## src/rtl/rw_read_data_pkg.sv

```systemverilog
// Shared definitions for the read/write command latch and the storage it drives.
// Holds the rw encodings, the default PCI memory command codes and the FSM state type.
package rw_read_data_pkg;

    localparam logic [1:0] RW_NONE  = 2'b00;
    localparam logic [1:0] RW_READ  = 2'b01;
    localparam logic [1:0] RW_WRITE = 2'b10;

    localparam logic [3:0] DEFAULT_READ_CMD  = 4'b0110;
    localparam logic [3:0] DEFAULT_WRITE_CMD = 4'b0111;

    typedef enum logic {
        StIdle,
        StXfer
    } state_e;

    // Map an address-phase C/BE# code onto the rw encoding; unknown codes give RW_NONE.
    function automatic logic [1:0] decode_cmd(input logic [3:0] cbe,
                                              input logic [3:0] read_cmd,
                                              input logic [3:0] write_cmd);
        if (cbe == read_cmd) begin
            return RW_READ;
        end else if (cbe == write_cmd) begin
            return RW_WRITE;
        end
        return RW_NONE;
    endfunction

endpackage

```

## src/rtl/rw_read_data_cmd_latch.sv

```systemverilog
// Transaction FSM: samples the command on the address phase and holds the
// transaction type until the bus returns to idle.
module rw_cmd_latch
    import rw_read_data_pkg::*;
#(
    parameter logic [3:0] READ_CMD  = DEFAULT_READ_CMD,
    parameter logic [3:0] WRITE_CMD = DEFAULT_WRITE_CMD
) (
    input  logic       Clock,
    input  logic       RST,
    input  logic       Frame,
    input  logic [3:0] CBE,
    input  logic       Irdy,
    output logic [1:0] rw,
    output logic       xfer
);

    state_e     state_q, state_d;
    logic [1:0] rw_q, rw_d;

    always_ff @(posedge Clock) begin
        if (!RST) begin
            state_q <= StIdle;
            rw_q    <= RW_NONE;
        end else begin
            state_q <= state_d;
            rw_q    <= rw_d;
        end
    end

    always_comb begin
        state_d = state_q;
        rw_d    = rw_q;
        unique case (state_q)
            StIdle: begin
                if (!Frame) begin
                    state_d = StXfer;
                    rw_d    = decode_cmd(CBE, READ_CMD, WRITE_CMD);
                end
            end
            StXfer: begin
                // Both FRAME# and IRDY# deasserted: bus idle, transaction over.
                if (Frame && Irdy) begin
                    state_d = StIdle;
                    rw_d    = RW_NONE;
                end
            end
            default: begin
                state_d = StIdle;
                rw_d    = RW_NONE;
            end
        endcase
    end

    assign rw   = rw_q;
    assign xfer = (state_q == StXfer);

endmodule

```

## src/rtl/rw_read_data.sv

```systemverilog
// PCI target read/write decode: latches the transaction type, generates storage
// enables for each completed data beat and counts the beats.
module rw_read_data
    import rw_read_data_pkg::*;
#(
    parameter logic [3:0]  READ_CMD  = DEFAULT_READ_CMD,
    parameter logic [3:0]  WRITE_CMD = DEFAULT_WRITE_CMD,
    parameter int unsigned CNT_W     = 8
) (
    input  logic             Clock,
    input  logic             RST,
    input  logic             Frame,
    input  logic [3:0]       CBE,
    input  logic             Irdy,
    input  logic             Devsel,
    output logic [1:0]       rw,
    output logic             RE,
    output logic             WE,
    output logic [CNT_W-1:0] beats
);

    logic             xfer;
    logic             xfer_end;
    logic             beat;
    logic [CNT_W-1:0] beats_q, beats_d;

    rw_cmd_latch #(
        .READ_CMD (READ_CMD),
        .WRITE_CMD(WRITE_CMD)
    ) u_cmd_latch (
        .Clock(Clock),
        .RST  (RST),
        .Frame(Frame),
        .CBE  (CBE),
        .Irdy (Irdy),
        .rw   (rw),
        .xfer (xfer)
    );

    // A data beat completes when both initiator and target are ready.
    assign RE       = xfer && (rw == RW_READ)  && !Devsel && !Irdy;
    assign WE       = xfer && (rw == RW_WRITE) && !Devsel && !Irdy;
    assign beat     = RE || WE;
    assign xfer_end = xfer && Frame && Irdy;

    always_comb begin
        beats_d = beats_q;
        if (xfer_end) begin
            beats_d = '0;
        end else if (beat && (beats_q != {CNT_W{1'b1}})) begin
            beats_d = beats_q + 1'b1;
        end
    end

    always_ff @(posedge Clock) begin
        if (!RST) begin
            beats_q <= '0;
        end else begin
            beats_q <= beats_d;
        end
    end

    assign beats = beats_q;

endmodule

```

## config.mk

```make
export PLATFORM = sky130hd
export DESIGN_NAME = rw_read_data
export DESIGN_NICKNAME = d
export VERILOG_FILES = /design/src/rtl/rw_read_data_pkg.sv /design/src/rtl/rw_read_data_cmd_latch.sv /design/src/rtl/rw_read_data.sv
export SDC_FILE = /design/constraint.sdc
export NUM_CORES = 1
export LEC_CHECK = 0
export ABC_AREA = 1
export BUFFER_PORTS_ARGS = -buffer_cell sky130_fd_sc_hd__buf_2
export CORE_AREA = 2 2 45 47
export CTS_BUF_LIST = sky130_fd_sc_hd__clkbuf_2 sky130_fd_sc_hd__clkbuf_4 sky130_fd_sc_hd__clkbuf_8
export CTS_CLUSTER_DIAMETER = 60
export DETAILED_ROUTE_END_ITERATION = 10
export DIE_AREA = 0 0 47 49
export GPL_TIMING_DRIVEN = 0
export PLACE_DENSITY = 0.64
export SLEW_MARGIN = 20
export SYNTH_ARGS = -nofsm -noshare
export SYNTH_HDL_FRONTEND = slang
export SYNTH_SLANG_ARGS = --single-unit
```

## constraint.sdc

```tcl
create_clock -name Clock -period 1.27 [get_ports Clock]
set_input_delay 0.0635 -clock Clock [delete_from_list [all_inputs] [get_ports Clock]]
set_output_delay 0.0635 -clock Clock [all_outputs]
set_load 0.005 [all_outputs]
```

==> out/summary.txt <==
status - finished clean
clock skew - 0.662 ps
via count - 731
Mapped Cells - 100
Yosys Warn Count - 0
vias in the first global route - 649
num rows - 16
DPL Wire Length - 1130 µm
Worst Tran Pin Value - 224 ps
f_max - 0.837 GHz
relative slew slack - 85.0%
ant diodes - 0
area of the core - 1840 µm²
worst-path fanout max - 6
GRT Total Usage - 14.9%
die width - 47 µm
wire length per cell - 9.92 µm
TritonRoute pass-1 iters - 4
Yosys cell types - 19
maxcap violations - 0
Worst Setup Path Type - reg2reg
crit path time final - 1200 ps
final net count - 138
Critical Path AT - 1390 ps
Syn Nets - 110
Synth Cell Area - 673 µm²
CTS tree - yes
io pins - 21
Worst setup EP type - flip-flop
final wirelength - 1530 µm
Max Buffers Root-to-Sink - 2
worst vdd ir - 484 µV
fin util - 49.2%
number of buffers added on ports - 20
vias per cell - 4.75
Iter 0 DRT Violations - 20
Root Driver - clkbuf_4
Area Overhead vs Synth - 34.6%
worst path required time - 1460 ps
clock-pin slew on the worst setup and hold paths - 70 ps
dpl ws - -135 ps
average cell area after synthesis - 6.73 µm²
Max Slew Vio Count - 0
CP max stage cell - dfxtp_4
CTS sink cnt - 11
Buf/Inv on CP - 1
Antenna Nets Post-Route - 0
initial antenna violation count - 0
# setup viols final - 0
Hold Vio Cnt, Final - 0
drt drc - 0
CP max stage delay - 390 ps
RSZ-0062 raised after global routing - false
share of post-route cells with drive strength above 1 - 35.4%
Cell Count Post-Placement - 147
Num CTS Buffers - 3
crit-path cells - ha_4 -> nand2_2 -> inv_4 -> nand3b_4 -> nand2_4 -> nand2_1 -> a21oi_1
Hold Crit Class - in2reg
leakage power total - 0.421 nW
Final Cycle Share - 94.1%
non-filler cells in the finished layout - 154
register area share after synthesis - 32.7%
DIE AREA - 2300 µm²
GR Overflow Total - 0
first-pass GRT wire length - 2570 µm
Worst-Skew Late Latency - 260 ps
Placer Congestion - 0.831
Synth Register Bits - 11
CP Launch Type - flip-flop
htree depth - 1
cell family contributing the most delay on the critical path - flip-flops
Initial Util - 36.5%
Pwr per Cell Area - 720 nW/µm²
worst setup margin - 74.6 ps
DIE HEIGHT - 49 µm
largest net degree at the start of global routing - 11
through the flow:
step / TNS (ps) / cell area, µm² / total power [mW] / hold WS (ps)
3_3_place_gp: -680 / 807 / 0.401 / 289
4_1_cts: 0 / 866 / 0.663 / 3.70
5_1_grt: 0 / 906 / 0.683 / 23.3
6_report: 0 / 906 / 0.652 / 9.75
3_5_place_dp: -773 / 807 / 0.402 / 291
2_1_floorplan: 0 / 673 / 0.382 / 158
worst paths after layout:
check	cells past startpoint	slack, ps	endpoint	start
hold reg to reg	2	490	u_cmd_latch.rw[1]	u_cmd_latch.rw[1]
setup / recovery	7	70	beats[4]	beats[0]
hold / removal	2	10	u_cmd_latch.xfer	Frame
setup reg to reg	7	70	beats[4]	beats[0]
cell type report:
cell class,instances,area [µm²]
Buffer,1,11.3
Clock buffer,4,30.0
Sequential cell,11,231
Timing Repair Buffer,22,115
Inverter,15,58.8
Tap cell,27,33.8
Multi-Input combinational cell,74,425
Fill cell,194,936
report_power, final:
group          switching [mW]  total (mW)  leakage (nW)  internal, mW
clock network           0.120       0.263        0.0184         0.143
logic                  0.0248      0.0428         0.310        0.0180
registers             0.00343       0.347        0.0921         0.343
total                   0.148       0.652         0.421         0.504
logic make-up (layout without fill, tap and decap cells):
kind of cell	count (synthesis)	after routing	synth area share, %
adder cells (fa/ha/maj)	1	1	1.86
XOR/XNOR	1	1	1.30
AND/OR/NAND/NOR	60	61	44.2
buffers and inverters	16	42	10.0
AO/OA/AOI/OAI	11	11	9.85
flip-flops	11	11	32.7
cells in the mapped netlist:
master | instances | share of area (%)
nand3b_1 | 1 | 1.1
nor3_1 | 3 | 2.2
inv_1 | 15 | 8.4
xor2_1 | 1 | 1.3
dfxtp_1 | 11 | 33
nor2_4 | 1 | 1.7
nand3b_4 | 1 | 3.0
nand3_2 | 1 | 1.5
nand3_1 | 12 | 8.9
buf_6 | 1 | 1.7
a21oi_4 | 1 | 2.4
nor2_1 | 10 | 5.6
o21ai_0 | 1 | 0.74
nand2_4 | 1 | 1.7
nand4_1 | 4 | 3.7
nand2_2 | 1 | 0.93
nand2_1 | 25 | 14
a21oi_1 | 9 | 6.7
ha_1 | 1 | 1.9
routing by layer:
metal  global-route usage (%)  wire length (µm)
met4                     5.09                 5
met1                     19.1               699
met2                     23.1               734
met5                        0                 0
met3                     4.44                87
placed cells by master, fill, tap and decap left out, drive strengths merged:
master,count
nand3b,3
o21ai,1
nand4,4
dfxtp,11
nand3,13
nor2,11
inv,15
nand2,27
nor3,3
ha,1
xor2,1
clkbuf,4
a21oi,10
buf,23
what timing repair did:
| item | 4_1_cts | 5_1_grt |
|---|---|---|
| cloned | 1 | 0 |
| setup buffers | 0 | 2 |
| pin swaps | 0 | 3 |
| setup endpoints to repair | 7 | 8 |
| hold buffers | 0 | 0 |
| resized for setup | 6 | 9 |
flip-flops by register name (all words and copies together) (netlist names):
register / flops
beats: 8
u_cmd_latch.rw: 2
u_cmd_latch.xfer: 1
Note: power is estimated with default switching activity, not from simulation.
